$ cat src/rtl/mul_iter.sv
// Iterative radix-2^RADIX_BITS signed/unsigned multiplier producing a full 2*XLEN product.
// Optional `MUL_ZERO_SKIP_EN: a zero operand bypasses the EXEC phase and completes at once.
module mul_iter #(
    parameter int XLEN       = 32,
    parameter int RADIX_BITS = 2
) (
    input  logic              clk,
    input  logic              rst,
    input  logic              trig,
    input  logic              flush,
    input  logic              signed1,
    input  logic [XLEN-1:0]   src1,
    input  logic              signed2,
    input  logic [XLEN-1:0]   src2,
    output logic [2*XLEN-1:0] out,
    output logic              okay,
    output logic              busy
);

    localparam int ITER  = XLEN / RADIX_BITS;
    localparam int PW    = 2 * XLEN;
    localparam int CNT_W = (ITER > 1) ? $clog2(ITER) : 1;

    typedef enum logic [1:0] {
        S_IDLE,
        S_EXEC,
        S_DONE
    } state_t;

    state_t          state_q;
    logic [CNT_W-1:0] cnt_q;
    logic [PW-1:0]   mcand_q;
    logic [XLEN-1:0] mult_q;
    logic [PW-1:0]   acc_q;
    logic            sgn_q;
    logic [PW-1:0]   out_q;
    logic            okay_q;

    logic            neg1, neg2;
    logic [XLEN-1:0] mag1_d, mag2_d;
    logic [PW-1:0]   digit_d;
    logic [PW-1:0]   acc_d;
    logic [PW-1:0]   result_d;
    logic            zero_op;

    // Operands are reduced to magnitudes so the datapath is purely unsigned; the most-negative
    // value negates to 2^(XLEN-1), which still fits the unsigned XLEN-bit magnitude.
    always_comb begin
        neg1     = signed1 & src1[XLEN-1];
        neg2     = signed2 & src2[XLEN-1];
        mag1_d   = neg1 ? -src1 : src1;
        mag2_d   = neg2 ? -src2 : src2;
        digit_d  = PW'(mult_q[RADIX_BITS-1:0]);
        acc_d    = acc_q + mcand_q * digit_d;
        result_d = sgn_q ? -acc_q : acc_q;
    end

`ifdef MUL_ZERO_SKIP_EN
    assign zero_op = (src1 == '0) || (src2 == '0);
`else
    assign zero_op = 1'b0;
`endif

    // NOTE: every register here uses <= so all updates see the pre-edge values of each other.
    always_ff @(posedge clk) begin
        if (rst) begin
            state_q <= S_IDLE;
            cnt_q   <= '0;
            mcand_q <= '0;
            mult_q  <= '0;
            acc_q   <= '0;
            sgn_q   <= 1'b0;
            out_q   <= '0;
            okay_q  <= 1'b0;
        end else begin
            okay_q <= 1'b0;
            case (state_q)
                S_IDLE: begin
                    if (trig && !flush) begin
                        mcand_q <= PW'(mag1_d);
                        mult_q  <= mag2_d;
                        sgn_q   <= neg1 ^ neg2;
                        acc_q   <= '0;
                        cnt_q   <= '0;
                        state_q <= zero_op ? S_DONE : S_EXEC;
                    end
                end
                S_EXEC: begin
                    if (flush) begin
                        state_q <= S_IDLE;
                    end else begin
                        // Shifting the multiplicand avoids a variable barrel shift per digit.
                        acc_q   <= acc_d;
                        mcand_q <= mcand_q << RADIX_BITS;
                        mult_q  <= mult_q >> RADIX_BITS;
                        cnt_q   <= cnt_q + CNT_W'(1);
                        if (cnt_q == CNT_W'(ITER - 1)) begin
                            state_q <= S_DONE;
                        end
                    end
                end
                S_DONE: begin
                    if (!flush) begin
                        out_q  <= result_d;
                        okay_q <= 1'b1;
                    end
                    state_q <= S_IDLE;
                end
                default: state_q <= S_IDLE;
            endcase
        end
    end

    assign out  = out_q;
    assign okay = okay_q;
    assign busy = (state_q != S_IDLE);

endmodule

$ cat config.mk
export PLATFORM = sky130hd
export DESIGN_NAME = mul_iter
export DESIGN_NICKNAME = d
export VERILOG_FILES = /design/src/rtl/mul_iter.sv
export SDC_FILE = /design/constraint.sdc
export NUM_CORES = 1
export LEC_CHECK = 0
export CORE_ASPECT_RATIO = 0.5
export CORE_MARGIN = 10
export CORE_UTILIZATION = 55
export CTS_BUF_LIST = sky130_fd_sc_hd__clkbuf_8
export DETAILED_ROUTE_END_ITERATION = 12
export PLACE_DENSITY = 0.76
export SLEW_MARGIN = 20
export SYNTH_ARGS = -nofsm -noshare
export SYNTH_HDL_FRONTEND = slang
export SYNTH_SLANG_ARGS = --single-unit
$ cat constraint.sdc
create_clock -name clk -period 4.7 [get_ports clk]
set_clock_uncertainty 0.2 [all_clocks]
set_input_delay 0.705 -clock clk [delete_from_list [all_inputs] [get_ports clk]]
set_output_delay 0.705 -clock clk [all_outputs]
set_load 0.005 [all_outputs]
; After elaboration in Yosys (flattened, before gate mapping)
; Index checks and enable logic that the tools add are counted.
[totals]
output_inout_bits = 66
reg_bits = 232
wordCells = 55
[classes]
mul = 1
n_bitwise = 5
n_addsub = 5
n_mux = 20
n_eq_ne = 6
n_reduce_logical = 10
[op_table]
columns = operator, count
row1 = two-way mux 64 bit, 5
row2 = case mux 64 bit (2 select lines), 2
row3 = two-way mux 32 bit, 4
row4 = adder 64 bit, 1
row5 = multiplier 64 x 2 -> 64 bit, 1
row6 = negation 32 bit, 2
row7 = negation 64 bit, 1
row8 = case mux 32 bit (2 select lines), 1
row9 = two-way mux 4 bit, 2
row10 = case mux 4 bit (2 select lines), 1
row11 = two-way mux 2 bit, 3
row12 = AND reduction 2 bit, 3
row13 = adder 4 x 1 -> 4 bit (second input constant), 1
row14 = equality test 4 bit (second input constant), 1
row15 = inequality test 2 bit (second input constant), 2
row16 = case mux 2 bit (2 select lines), 1
row17 = nonzero test 2 bit, 2
row18 = inequality test 3 bit (second input constant), 1
row19 = AND reduction 3 bit, 1
row20 = AND 1 bit, 2
row21 = equality test 2 x 1 -> 1 bit (second input constant), 1
row22 = equality test 2 bit (second input constant), 1
row23 = zero test 2 bit, 1
row24 = NOT 1 bit, 2
row25 = other kinds (5), 5

; Depth between registers and ports, before layout
; Gate-level depths: netlist (run 1).
[depth]
ltp_word = 4
depth_mapped = 17
ltp_nobuf = 14

; Least setup slack after synthesis (run 1)
; No wires, ideal clock.
[synth_path]
path_type = reg2reg
start = register mult_q[1]
end = register acc_q[41]
synth_period_minus_slack_ps = 4240
setup_ps = 79
stages_incl_launch_ff = 17
path_buffers = 2
required_ps = 4421
slack_ps = 460
t_arrival_ps = 3961
path_cell_list = dfxtp_1 -> clkbuf_1 -> clkbuf_1 -> nand2_1 -> fa_1 -> inv_1 -> ha_1 -> fa_1 -> a21oi_1 -> nor2_1 -> or2_1 -> o21a_1 -> a211oi_1 -> nand2_1 -> a41o_1 -> a2111o_1 -> o211ai_1
[synth_via]
elab_chain_cells = 4
[synth_lines]
columns = element, line_no
row1 = start: declaration, 33  ; logic [XLEN-1:0] mult_q;
row2 = start signal: assignment, 81  ; mult_q <= mag2_d;
row3 = start signal: assignment, 95  ; mult_q <= mult_q >> RADIX_BITS;
row4 = multiplier 64 x 2 -> 64 bit, 54  ; acc_d = acc_q + mcand_q * digit_d;
row5 = adder 64 bit, 54
row6 = two-way mux 64 bit, 89  ; if (flush) begin
row7 = case mux 64 bit (2 select lines), 77  ; case (state_q)
row8 = end signal: assignment, 71  ; acc_q <= '0;
row9 = end signal: assignment, 83  ; acc_q <= '0;
row10 = end signal: assignment, 93  ; acc_q <= acc_d;
row11 = end: declaration, 34  ; logic [PW-1:0] acc_q;
; Every way passes these cells. The select of a mux whose other input is x is not followed.
; A chain may end at the register's enable or synchronous reset.

; Final worst setup path (run 1)
[layout_path]
start = register mult_q[0]
end = register acc_q[62]
; Same word-level chain as after synthesis.

==> results of run 1 <==
[state kept, by name (all words and copies together), names as in the netlist]
register / count
state_q: 2
cnt_q: 4
mcand_q: 64
acc_q: 64
okay: 1
out: 64
sgn_q: 1
mult_q: 32
[per-layer routing]
layer / track usage / vias up / share of wire
met2: 0.406 / 447 / 0.48
met1: 0.307 / 7798 / 0.44
met3: 0.0410 / 96 / 0.051
li1: - / 8183 / -
met5: 0 / - / 0
met4: 0.0796 / 0 / 0.031
[worst max-delay path by stage]
| stage | end | slack (ps) |
|---|---|---|
| floorplan | acc_q[41] | 460 |
| global placement | acc_q[62] | 340 |
| detailed placement | acc_q[62] | 290 |
| CTS | acc_q[62] | 300 |
| global route | acc_q[59] | 6 |
| finish | acc_q[62] | 270 |
[stage by stage]
stage | instance area [um^2] | setup slack (ps)
finish | 19700 | 268
global route | 19700 | 5.72
CTS | 19700 | 299
detailed placement | 19000 | 288
global placement | 19000 | 336
floorplan | 17400 | 460
[area by class of cell]
type	instances	share of cell area
multi-input cells	1764	0.579
flip-flops and latches	232	0.235
repair buffers	156	0.0784
inverters	225	0.0428
clock buffers	47	0.0328
well taps	423	0.0268
clock inverters	16	0.00488
[power by group through the flow]
| stage | registers, W | clock network (W) | logic (W) |
|---|---|---|---|
| 3_5_place_dp | 0.00210 | 0 | 0.000522 |
| 2_1_floorplan | 0.00208 | 0 | 0.000355 |
| 5_1_grt | 0.00206 | 0.00190 | 0.000583 |
| 4_1_cts | 0.00206 | 0.00180 | 0.000524 |
| 3_3_place_gp | 0.00210 | 0 | 0.000516 |
| 6_report | 0.00206 | 0.00177 | 0.000530 |
[placed cells by master, fill, tap and decap left out, types with 29 or more instances in the layout]
cell,count
clkdlybuf4s50_1,134
nor3_1,29
fa_1,63
a21oi_1,217
ha_1,67
a211oi_1,99
nand2_1,344
inv_1,230
xor2_1,43
o21ai_0,94
nand3_1,72
dfxtp_1,229
clkbuf_8,47
xnor2_1,130
nand4_1,33
nor2_1,260
[cell families (layout without fill, tap and decap cells)]
group | Yosys count | after routing | share of synthesized area
AOI/OAI and AO/OA | 615 | 615 | 0.229
xor gates and xnor gates | 173 | 173 | 0.0869
adders and majority gates | 130 | 130 | 0.120
buffers and inverters | 372 | 444 | 0.0801
DFF | 232 | 232 | 0.266
muxes | 1 | 1 | 0.000574
and+or+nand+nor | 845 | 845 | 0.216
[worst max-delay path: cells and delay by family (launching register included)]
kind	cells	cell delay (ps)
compound gates	6	1600
fa+ha+maj	2	920
buf+inv	2	300
flops	1	580
simple gates	3	720
[synth_stat cells, drive strengths merged, types with 33 or more instances]
library cell,count
xnor2,130
nand3,73
ha,67
a21oi,221
xor2,43
nand2,346
nor2,261
inv,225
a211oi,100
nand4,34
clkbuf,141
nor3,33
o21ai,100
dfxtp,232
fa,63
==> out/summary.md, run 1 <==
- **placeable core area** 30,800 um^2
- **Static Leakage** 8.01 nW
- **antenna fix cells** 0
- **sort of element at the end of the critical path** register
- **remaining max-slew budget at the tightest pin** 0.277
- **fraction of registers with async set or reset after synthesis** 0
- **Slowest Stage Delay on Critical Path** 600 ps
- **die width** 272 um
- **initial antenna violation count** 0
- **YS warnings** 0
- **portion of total power attributed to sequential cells** 0.472
- **maximum VDD drop** 0.217 mV
- **total number of placement rows** 45
- **Final Hold Fails** 0
- **summed negative setup slack over all endpoints** 0 ps
- **path type of the worst min-delay path** reg -> reg
- **Area Growth Syn to Fin** 13.2%
- **Reg clk slew, reported paths** 70 ps
- **Clock Tree Root** clkbuf_8
- **number of cells on the worst reg-to-reg path** 13
- **number of flops mapped to enable cells by yosys** 0
- **DR iter-0 viols** 1,390
- **syn_nets** 2,568
- **H-tree levels** 2
- **Hold Startpoint** out[55]
- **post-DR wirelength/cell** 17.6 um
- **share of final-layout standard cells stronger than drive strength 1** 0.0545
- **maximum number of pins on one net before global-route repair** 173
- **Setup violations, final** 0
- **startpoint of the most critical setup path** mult_q[0]
- **CP max-delay cell** o41ai_2
- **sink count of the clock tree** 232
- **via-per-instance ratio** 5.77
- **number of hold buffers added after cts** 0
- **number of standard cells in the final layout excluding fillers** 2,863
- **switching power** 0.00124 W
- **CTS tree** yes
- **result of the run** completed
- **hold-critical path endpoint** out[55]
- **Arrival @ worst endpoint** 4710 ps
- **proportion of power drawn by combinational gates** 0.121
- **Tot Pwr** 0.00436 W
- **library cell with the largest summed area after synthesis** dfxtp_1
- **drt drc** 0
- **number of distinct standard cells referenced by the synthesized netlist** 81
- **count of TritonRoute iterations in the first routing pass** 5
- **share of synthesized area occupied by flip-flops and latches** 0.266
- **y dimension of the die** 146 um
- **Post-CTS Resized** 0
- **Sw Share** 0.285
- **worst-path cell chain** buf_12, nand2_1, fa_1, inv_1, ha_1, nand4_1, or3_1, o31ai_4, a21oi_2, o41ai_2, a21oi_1, o2111ai_1, o211ai_1
- **flop-to-flop setup slack** 270 ps
- **weighted congestion reported at the end of routability-driven placement** 0.941
- **kind of critical path** reg -> reg
- **number of stages on the worst hold path** 2
- **synthesis-stage register bit count** 232
- **cell types occupying the most area after synthesis** dfxtp_1 (27%), nand2_1 (7.4%), fa_1 (7.2%)
- **GR Overflow Total** 0
- **top-level I/O count** 136
- **Period Utilization, post-route** 0.943
- **Antenna Nets Post-Route** 0
- **Num CTS Buffers** 36
- **vias after detailed routing** 16,500
- **first-pass GRT wire length** 80.7 mm
- **die outline area** 39,700 um^2
- **Max Transition Viols Final** 0
- **RSZ-0062 raised after global routing** false
- **fraction of synthesized cell area taken by the top area cell type** 0.266
- **Post-Syn Area per Cell** 7.37 um^2
- **P per Cell Area** 221 nW/um^2
- **starting density of the core** 0.566
- **Final Net Count** 2,615
- **Max Cap Violations** 0
- **half-perimeter wire length after detailed placement** 38.9 mm
- **area taken by multi-input logic gates** 11,400 um^2
- **dpl cells** 2,800
- **hold slack final** 253 ps
- **filler instances** 2,864
- **synthesized cell area** 17,400 um^2
- **launch point of the worst reg-to-reg path** mult_q[0]
- **number of global-route vias before repair** 15,700
- **Max FO, Critical Path** 47
- **Req. time, crit path** 4970 ps
- **core utilization of the finished layout** 0.641
- **Global Route Usage Sum** 0.241
- **R2R Path End** acc_q[62]
- **Worst Tran Pin Value** 1080 ps
- **clock share of power** 0.406
- **Internal Dissipation** 0.00312 W
- **Max Freq** 0.226 GHz
- **leading register cell type out of synthesis** dfxtp_1
- **area taken by flip-flops and latches** 4650 um^2
- **latest clock arrival within the worst-skew pair** 590 ps
- **crit path launch type** register
- **post-CTS setup buffer count** 0
- **Cells after Synth** 2,368
- **Port Buffer Count** 135
- **Final min period** 4430 ps
- **total length of routed wires** 50.3 mm
- **maximum number of buffers from clock root to sink** 3
(Power assumes the default switching activity.)
==> run 2: changes to the inputs <==
- PLACE_DENSITY: 0.76 -> 0.88
==> run 2 against run 1 <==
Against the previous run: worst setup slack got worse by 110 ps; non-clock buffer count decreased by 3; critical path depth did not move; sequential power about the same; critical path type unchanged; largest power group unchanged.
==> out/summary.md, run 2 (synthesis gave the netlist of run 1 again) <==
- **result of the run** completed, unchanged
- **count of TritonRoute iterations in the first routing pass** 5, unchanged
- **total number of placement rows** 45, unchanged
- **filler instances** 2,676, was 2,864
- **sort of element at the end of the critical path** register, unchanged
- **launch point of the worst reg-to-reg path** mult_q[1], was mult_q[0]
- **end point of the critical path** acc_q[62], unchanged
- **latest clock arrival within the worst-skew pair** 560 ps, was 590 ps
- **H-tree levels** 2, unchanged
- **number of cells on the worst reg-to-reg path** 13, unchanged
- **first-pass GRT wire length** 79.8 mm, was 80.7 mm
- **Final Hold Fails** 0, unchanged
- **post-CTS setup buffer count** 0, unchanged
- **maximum number of buffers from clock root to sink** 3, unchanged
- **R2R Path End** acc_q[62], unchanged
- **startpoint of the most critical setup path** mult_q[1], was mult_q[0]
- **summed negative setup slack over all endpoints** 0 ps, unchanged
- **flop-to-flop setup slack** 160 ps, was 270 ps
- **hold slack final** 255 ps, was 253 ps
- **Area Growth Syn to Fin** 12.9%, was 13.2%
- **remaining max-slew budget at the tightest pin** 0.310, was 0.277
- **Final min period** 4540 ps, was 4430 ps
- **commonest cells after routing, fill and taps aside** nand2_1 (344), nor2_1 (260), inv_1 (234), was nand2_1 (344), nor2_1 (260), inv_1 (230)
- **Port Buffer Count** 135, unchanged
- **post-DR wirelength/cell** 17.5 um, was 17.6 um
- **Reg clk slew, reported paths** 70 ps, about the same
- **Arrival @ worst endpoint** 4780 ps, was 4710 ps
- **crit path launch type** register, unchanged
- **Period Utilization, post-route** 0.966, was 0.943
- **starting density of the core** 0.566, unchanged
- **share of final-layout standard cells stronger than drive strength 1** 0.0494, was 0.0545
- **Antenna Nets Post-Route** 0, unchanged
- **Global Route Usage Sum** 0.237, was 0.241
- **initial antenna violation count** 0, unchanged
- **most common cell after layout, fill and taps aside** nand2_1, unchanged
- **Clock Tree Root** clkbuf_8, unchanged
- **Max Cap Violations** 0, unchanged
- **Req. time, crit path** 4940 ps, was 4970 ps
- **die width** 272 um, unchanged
- **maximum number of pins on one net before global-route repair** 173, unchanged
- **RSZ-0062 raised after global routing** false, unchanged
- **GR Overflow Total** 0, unchanged
- **drt drc** 0, unchanged
- **kind of critical path** reg -> reg, unchanged
- **half-perimeter wire length after detailed placement** 37.8 mm, was 38.9 mm
- **Post-CTS Resized** 0, unchanged
- **number of global-route vias before repair** 15,500, was 15,700
- **Static Leakage** 7.99 nW, was 8.01 nW
- **total length of routed wires** 50.1 mm, was 50.3 mm
- **Num CTS Buffers** 35, was 36
- **maximum VDD drop** 0.149 mV, was 0.217 mV
- **CTS tree** yes, unchanged
- **vias after detailed routing** 16,900, was 16,500
- **P per Cell Area** 223 nW/um^2, was 221 nW/um^2
- **top-level I/O count** 136, unchanged
- **Max Transition Viols Final** 0, unchanged
- **DR iter-0 viols** 1,575, was 1,390
- **sink count of the clock tree** 232, unchanged
- **placeable core area** 30,800 um^2, unchanged
- **y dimension of the die** 146 um, unchanged
- **Max Freq** 0.220 GHz, was 0.226 GHz
- **path type of the worst min-delay path** reg -> reg, unchanged
- **Setup violations, final** 0, unchanged
- **via-per-instance ratio** 5.92, was 5.77
- **Max FO, Critical Path** 22, was 47
- **die outline area** 39,700 um^2, unchanged
- **number of hold buffers added after cts** 0, unchanged
- **Final Net Count** 2,611, was 2,615
- **Worst Tran Pin Value** 1030 ps, was 1080 ps
- **antenna fix cells** 0, unchanged
- **weighted congestion reported at the end of routability-driven placement** 0.976, was 0.941
[run 2: cell type report]
cell class,instances,area [um^2],area share
multi-input cells,1764,11400,0.581
flip-flops and latches,232,4650,0.236
inverters,225,845,0.0429
well taps,423,529,0.0269
clock buffers,41,564,0.0287
clock inverters,16,153,0.00775
repair buffers,153,1520,0.0772
[run 2: how the worst min path moves through the flow]
stage           startpoint     endpoint  slack (ps)  cells after the start
6_report       mcand_q[63]  mcand_q[63]         250                      2
5_1_grt            out[13]      out[13]         270                      2
4_1_cts          acc_q[59]    acc_q[59]         260                      2
3_5_place_dp     acc_q[59]    acc_q[59]         240                      2
3_3_place_gp       out[56]      out[56]         240                      2
2_1_floorplan    acc_q[59]    acc_q[59]         230                      2
[run 2: through the flow]
stage          utilization  area (um^2)  std cells  power [W]  worst slack, ps
3_3_place_gp         0.616        19000       2797    0.00260              407
5_1_grt              0.639        19700       2854    0.00453             6.01
2_1_floorplan            -        17400       2368    0.00243              460
4_1_cts              0.639        19700       2854    0.00438              278
6_report             0.639        19700       2854    0.00439              160
3_5_place_dp         0.616        19000       2797    0.00261              304
[run 2: critical path, cell delays in order, from the launching register on]
cell	delay, ps
dfxtp_2	630
nand2_1	150
fa_1	530
inv_1	40
ha_1	340
a21oi_1	130
a32oi_2	330
a31oi_1	230
o31ai_4	390
a21oi_2	180
o41ai_2	610
a21oi_1	270
o2111ai_1	280
o211ai_1	110
[run 2: power by group]
group | total, W | switching (W) | leakage [nW] | internal (W)
Combinational | 0.000525 | 0.000328 | 5.72 | 0.000196
Sequential | 0.00206 | 0.0000516 | 1.88 | 0.00201
Clock | 0.00180 | 0.000846 | 0.394 | 0.000958
Total | 0.00439 | 0.00123 | 7.99 | 0.00316
[run 2: routing by layer]
layer	vias to the layer above	wire, um	GRT usage
met5	-	0	0
met4	0	1490	0.0763
met3	103	3280	0.0324
met2	629	23900	0.400
met1	7986	21400	0.308
li1	8187	-	-
